File: src/rtl/rock_pkg.sv
// rock_pkg: shared state encoding for the rock sequencer
package rock_pkg;
  typedef enum logic [2:0] {
    IDLE    = 3'd0,
    SETTLE  = 3'd1,
    ROCK    = 3'd2,
    EVAL    = 3'd3,
    BACKOFF = 3'd4,
    FAULT   = 3'd5
  } state_t;
endpackage

File: src/rtl/rock_timer.sv
// rock_timer: loadable down-counter that parks at zero
module rock_timer #(
  parameter int TMR_W = 8
) (
  input  logic             clk,
  input  logic             reset,
  input  logic             load,
  input  logic [TMR_W-1:0] value,
  output logic             zero
);
  logic [TMR_W-1:0] cnt_q, cnt_d;
  always_comb cnt_d = load ? value : (cnt_q != '0) ? cnt_q - TMR_W'(1) : cnt_q;
  always_ff @(posedge clk) begin
    if (!reset) cnt_q <= '0;
    else cnt_q <= cnt_d;
  end
  assign zero = (cnt_q == '0);
endmodule

File: src/rtl/rock_sequencer.sv
// rock_sequencer: settle/rock/evaluate loop with stress-driven level and error backoff/fault
module rock_sequencer
  import rock_pkg::*;
#(
  parameter int LVL_W      = 3,
  parameter int TMR_W      = 8,
  parameter int SETTLE_CYC = 4,
  parameter int DWELL_CYC  = 16,
  parameter int MAX_ERR    = 3
) (
  input  logic             clk,
  input  logic             reset,
  input  logic             enable,
  input  logic             stress,
  input  logic             pf_error,
  output logic             flow,
  output logic [LVL_W-1:0] level,
  output logic             level_upd,
  output logic [2:0]       state,
  output logic             busy,
  output logic             fault
);
  localparam int ERR_W = $clog2(MAX_ERR + 1);
  localparam logic [LVL_W-1:0] LVL_MAX   = '1;
  localparam logic [TMR_W-1:0] SETTLE_LD = TMR_W'(SETTLE_CYC - 1);
  localparam logic [TMR_W-1:0] DWELL_LD  = TMR_W'(DWELL_CYC - 1);
  localparam logic [ERR_W-1:0] MAX_E     = ERR_W'(MAX_ERR);
  state_t state_q, state_d;
  logic [LVL_W-1:0] level_q, level_d;
  logic [ERR_W-1:0] err_cnt_q, err_cnt_d;
  logic err_seen_q, err_seen_d, level_upd_q, level_upd_d;
  logic tmr_load, tmr_zero;
  logic [TMR_W-1:0] tmr_val;
  rock_timer #(.TMR_W(TMR_W)) u_timer (
    .clk(clk), .reset(reset), .load(tmr_load), .value(tmr_val), .zero(tmr_zero)
  );
  always_comb begin
    state_d    = state_q;
    level_d    = level_q;
    err_cnt_d  = err_cnt_q;
    err_seen_d = err_seen_q;
    tmr_load   = 1'b0;
    tmr_val    = SETTLE_LD;
    case (state_q)
      IDLE: if (enable) begin
        state_d  = SETTLE;
        tmr_load = 1'b1;
      end
      SETTLE: if (tmr_zero) begin
        state_d    = ROCK;
        tmr_load   = 1'b1;
        tmr_val    = DWELL_LD;
        err_seen_d = 1'b0;
      end
      ROCK: begin
        err_seen_d = err_seen_q | pf_error;
        if (tmr_zero) state_d = EVAL;
      end
      EVAL: begin
        tmr_load = 1'b1;
        if (err_seen_q) begin
          err_cnt_d = (err_cnt_q == MAX_E) ? err_cnt_q : err_cnt_q + ERR_W'(1);
          state_d   = BACKOFF;
        end else begin
          err_cnt_d = '0;
          if (stress) level_d = (level_q == LVL_MAX) ? level_q : level_q + LVL_W'(1);
          else if (level_q != '0) level_d = level_q - LVL_W'(1);
          state_d = (!stress && level_q == '0) ? IDLE : SETTLE;
        end
      end
      BACKOFF: if (tmr_zero) begin
        state_d  = (err_cnt_q == MAX_E) ? FAULT : SETTLE;
        tmr_load = 1'b1;
      end
      FAULT: if (!enable) begin
        state_d   = IDLE;
        err_cnt_d = '0;
      end
      default: state_d = IDLE;
    endcase
    // losing enable mid-sequence abandons the burst but keeps level and error history
    if (!enable && state_q inside {SETTLE, ROCK, EVAL, BACKOFF}) begin
      state_d    = IDLE;
      level_d    = level_q;
      err_cnt_d  = err_cnt_q;
      err_seen_d = 1'b0;
      tmr_load   = 1'b0;
    end
    level_upd_d = (level_d != level_q);
  end
  always_ff @(posedge clk) begin
    if (!reset) begin
      state_q     <= IDLE;
      level_q     <= '0;
      err_cnt_q   <= '0;
      err_seen_q  <= 1'b0;
      level_upd_q <= 1'b0;
    end else begin
      state_q     <= state_d;
      level_q     <= level_d;
      err_cnt_q   <= err_cnt_d;
      err_seen_q  <= err_seen_d;
      level_upd_q <= level_upd_d;
    end
  end
  assign flow      = (state_q == ROCK);
  assign level     = level_q;
  assign level_upd = level_upd_q;
  assign state     = state_q;
  assign busy      = (state_q != IDLE) && (state_q != FAULT);
  assign fault     = (state_q == FAULT);
endmodule
File: config.mk
export PLATFORM = sky130hd
export DESIGN_NAME = rock_sequencer
export DESIGN_NICKNAME = d
export VERILOG_FILES = /design/src/rtl/rock_pkg.sv /design/src/rtl/rock_timer.sv /design/src/rtl/rock_sequencer.sv
export SDC_FILE = /design/constraint.sdc
export NUM_CORES = 1
export LEC_CHECK = 0
export CAP_MARGIN = 20
export CORE_MARGIN = 2
export CORE_UTILIZATION = 33
export CTS_BUF_LIST = sky130_fd_sc_hd__clkbuf_4 sky130_fd_sc_hd__clkbuf_8
export CTS_CLUSTER_SIZE = 14
export DETAILED_ROUTE_END_ITERATION = 7
export SYNTH_ARGS = -nofsm -noshare
export SYNTH_HDL_FRONTEND = slang
export SYNTH_SLANG_ARGS = --single-unit
File: constraint.sdc
create_clock -name clk -period 3.3 [get_ports clk]
set_input_delay 0.495 -clock clk [delete_from_list [all_inputs] [get_ports clk]]
set_output_delay 0.495 -clock clk [all_outputs]
set_load 0.03 [all_outputs]
# Word level (Yosys, flattened, before mapping)
# Index checks and enable logic that the tools add are counted.
# op_classes
n_eq_ne	15
n_reduce_logical	20
bitwise_logic	3
add_sub_neg	4
mux	29
# op_table
op	count
3-bit two-way mux	13
3-bit one-hot mux with 6 select lines	1
8-bit two-way mux	2
3-bit == test (second input constant)	3
8-bit zero test	1
4-bit two-way mux	2
2-bit != test (second input constant)	4
8-bit nonzero test	1
8-bit by 1-bit subtractor with 8-bit output (second input constant)	1
3-bit by 2-bit == test with 1-bit output (second input constant)	2
3-bit zero test	2
2-bit two-way mux	3
3-bit != test (second input constant)	2
2-bit nonzero test	3
3-bit nonzero test	2
1-bit two-way mux	5
5-bit AND reduction	1
2-bit one-hot mux with 2 select lines	1
4-bit AND reduction	1
4-bit nonzero test	1
2-bit OR reduction	2
3-bit by 1-bit adder with 3-bit output (second input constant)	1
3-bit by 1-bit == test with 1-bit output (second input constant)	1
1-bit logical AND	3
other kinds (11)	13
# word_totals
register_bits	18
out_inout_bits	10

# Depth between registers and ports, before layout
# depth
word_depth	7
ltp_mapped	9

# Hierarchy
# From an unflattened synthesis, not the netlist that was laid out.
# unflattened
hier_cells	145
area_unflattened_um2	1178.6
# modules_own_cells
mod	n_inst	seq_area_each_um2	area_per_inst_um2	cells_per_inst
rock_sequencer	1	200.2	715.7	86
rock_timer	1	160.2	462.9	59

# Worst setup path after synthesis
# Ideal clock, no wire load.
# synth_timing
kind	register to output
from	register state_q[1], in the netlist state[1]
to	output port flow
stages_incl_launch_ff	3
required_time_ps	2805
arrival_time_ps	1612
setup_slack_ps	1193
path_buffers	0
path_cell_list	dfxtp_1 inv_1 nor3_1
# synth_via
elab_chain_len	1
# synth_rtl
element	line	source
from (decl)	rock_sequencer.sv:28	state_t state_q, state_d;
from (signal assigned)	rock_sequencer.sv:99	state_q <= state_d;
3-bit by 2-bit == test with 1-bit output	rock_sequencer.sv:106	assign flow = (state_q == ROCK);
to (decl)	rock_sequencer.sv:16	output logic flow,
# No other way between the ends.

# Final worst setup path
# Same ends and word-level chain as after synthesis.

==> metrics.md <==
| Metric | Value |
|---|---|
| Yosys top cell area share | 32.88% |
| Maximum VDD drop | 0.2060 mV |
| Most used DFF post-synth | dfxtp_1 |
| Fin. Hold Viols | 0 |
| Type of origin of the critical path | flop |
| Post-synth EDFFs | 0 |
| Initial antenna violation count | 0 |
| FF+latch count, synth | 18 |
| Final Wtd Congestion | around 0.79 |
| Layout net count | approximately 160 |
| Core area | 3103 µm² |
| Worst rel slew slack | around 60% |
| Max Freq | about 0.40 GHz |
| CTS tree | built |
| Fin Setup TNS | 0 ps |
| IO buf count | 14 |
| Share of post-route cells with drive strength above 1 | ~3.4% |
| Drt first-iter violations | 40 |
| DR vias | 961 |
| Final setup fails | 0 |
| Worst-path clk slew | 110 ps |
| Tmin final | around 2500 ps |
| Syn Area/Cell | 8.059 µm² |
| Placement row count | 20 |
| Critical Path AT | 2030 ps |
| WHS | 525.9 ps |
| Most frequent cells in the layout | dfxtp_1, clkdlybuf4s50_1, nor2_1 |
| Pleak | 0.4946 nW |
| First-pass GRT wire length | 3.726 mm |
| Cells after Synth | about 140 |
| Clk_skew | 8.927 ps |
| Skew-Pair Late Insertion Delay | a little under 300 ps |
| Initial core utilization | a little over a third |
| GRT Total Usage | a little over an eighth |
| Die footprint | around 3800 µm² |
| Die X | 61.63 µm |
| TritonCTS Buffers | 3 |
| Worst Setup End Kind | primary output |
| Vias per inst | a little over 5 |
| Status | complete, no violations |
| Setup Fix Bufs, Post-CTS | 0 |
| Largest cells by area after synthesis | dfxtp_1, ha_1, xnor2_1, mux2i_1, nor2_1 |
| # hold bufs at CTS | 0 |
| Clock buffer depth | 2 |
| Die Y | around 60 µm |
| Req. time, crit path | 2800 ps |
| Post-synth cell types | 40 |
| Number of H-tree levels | 1 |
| Worst setup path class | reg2out |
| Sink Count | 18 |
| Final antenna-violating net count | 0 |
| Largest net degree at the start of global routing | 18 |
| Clk root buf | clkbuf_4 |
| Most common cell after layout, fill and taps aside | dfxtp_1 |
| # fillers | 342 |
| Actual slew at the worst max-slew pin | 595.3 ps |
| Final slew viol count | 0 |
| Number of global-route vias before repair | roughly 840 |
| Async SR Flop Fraction | 0% |
| Tightest Hold Check Type | reg2reg |
| RSZ-0062 raised after global routing | no |
| Syn_nets | approximately 150 |
| GR Overflow Total | 0 |
| Post-cts sizing count | 0 |
| YS warnings | 0 |
| Drt wl/cell | 11.74 µm |
| Max Cap Viol | 0 |
| Seq/Total Area, Yosys | 32.88% |
| Routed WL | 2.243 mm |
| Synth area leader | dfxtp_1 |
| Ports | 15 |
| Post-Syn Area | 1096 µm² |
| CP Max Fanout | 9 |
| Pwr Total | 0.8694 mW |
| Dpl hpwl | ~1.7 mm |
| N_diodes | 0 |
| 1st-pass router iterations | 4 |
| Post-route DRC | 0 |
| Ratio of final minimum period to clock period | about three quarters |
| Pwr per Cell Area | 675.2 nW/µm² |
| Layout Area Growth over Synthesis | 17.47% |
[area by class of cell]
cell class	count	area, µm²	area share, %
repair buffers	14	140.1	10.88
flip-flops and latches	18	360.3	27.99
multi-input cells	104	679.4	52.77
well taps	44	55.05	4.276
clock buffers	3	22.52	1.749
inverters	8	30.03	2.332
[state kept, by name, summed over array words and instances, names as in the netlist]
name	count
level	3
u_timer.cnt_q	8
err_cnt_q	2
err_seen_q	1
state	3
level_upd	1
[report_power, final]
part | switching [mW] | internal [mW]
sequential | 0.0621 | 0.260
clock | 0.0678 | 0.0424
combinational | 0.240 | 0.197
total | 0.370 | 0.499
[routing by layer]
metal	global-route usage (%)	routed length, µm	up-vias	share of wire [%]
li1	-	-	509	-
met1	17.92	1100	442	49
met2	21.20	1065	8	47
met3	3.151	60	2	2.7
met4	5.471	15	0	0.67
met5	0	0	-	0
[kinds of logic after synthesis]
logic type,after synthesis,share of synthesized area (%)
buf+inv,14,5.137
mux,5,4.566
simple gates,55,26.60
flops,18,32.88
fa+ha+maj,5,5.708
compound gates,33,20.32
xor+xnor,6,4.794
[critical path, cell delays in order (launching register included)]
cell and delay [ps]:
dfxtp_1 490, inv_1 140, nor3_1 360, clkdlybuf4s50_1 750
[through the flow]
| step | cell area [µm²] | worst slack (ps) | utilization, % | instances |
|---|---|---|---|---|
| 2_1_floorplan | 1096 | 1193 | - | 136 |
| 3_3_place_gp | 1265 | 1108 | 40.77 | 188 |
| 3_5_place_dp | 1265 | 1096 | 40.77 | 188 |
| 4_1_cts | 1287 | 752.9 | 41.49 | 191 |
| 5_1_grt | 1287 | 616.2 | 41.49 | 191 |
| 6_report | 1287 | 771.0 | 41.49 | 191 |
[path summary, 6_finish.rpt]
path | from | end | slack, ps | cells past startpoint
hold reg to reg | u_timer.cnt_q[6] | u_timer.cnt_q[6] | 530 | 2
hold / removal | u_timer.cnt_q[6] | u_timer.cnt_q[6] | 530 | 2
setup reg to reg | u_timer.cnt_q[0] | u_timer.cnt_q[4] | 1160 | 7
setup / recovery | state[1] | flow | 770 | 3
[synthesized netlist by cell type (2+ instances only)]
master and n:
dfxtp_1 18, nor2_1 13, nand2_1 10, a21oi_1 9, inv_1 8, nor3_1 7, o21ai_0 7, nor2b_1 6
xnor2_1 6, ha_1 5, mux2i_1 5, clkbuf_1 3, nand2b_1 3, a211oi_1 2, and3_1 2, buf_2 2
nand3_1 2, nand3b_1 2, nor3b_1 2, o21a_1 2, or3_1 2, or4b_1 2
No activity file was read; power rests on OpenSTA's default activity.
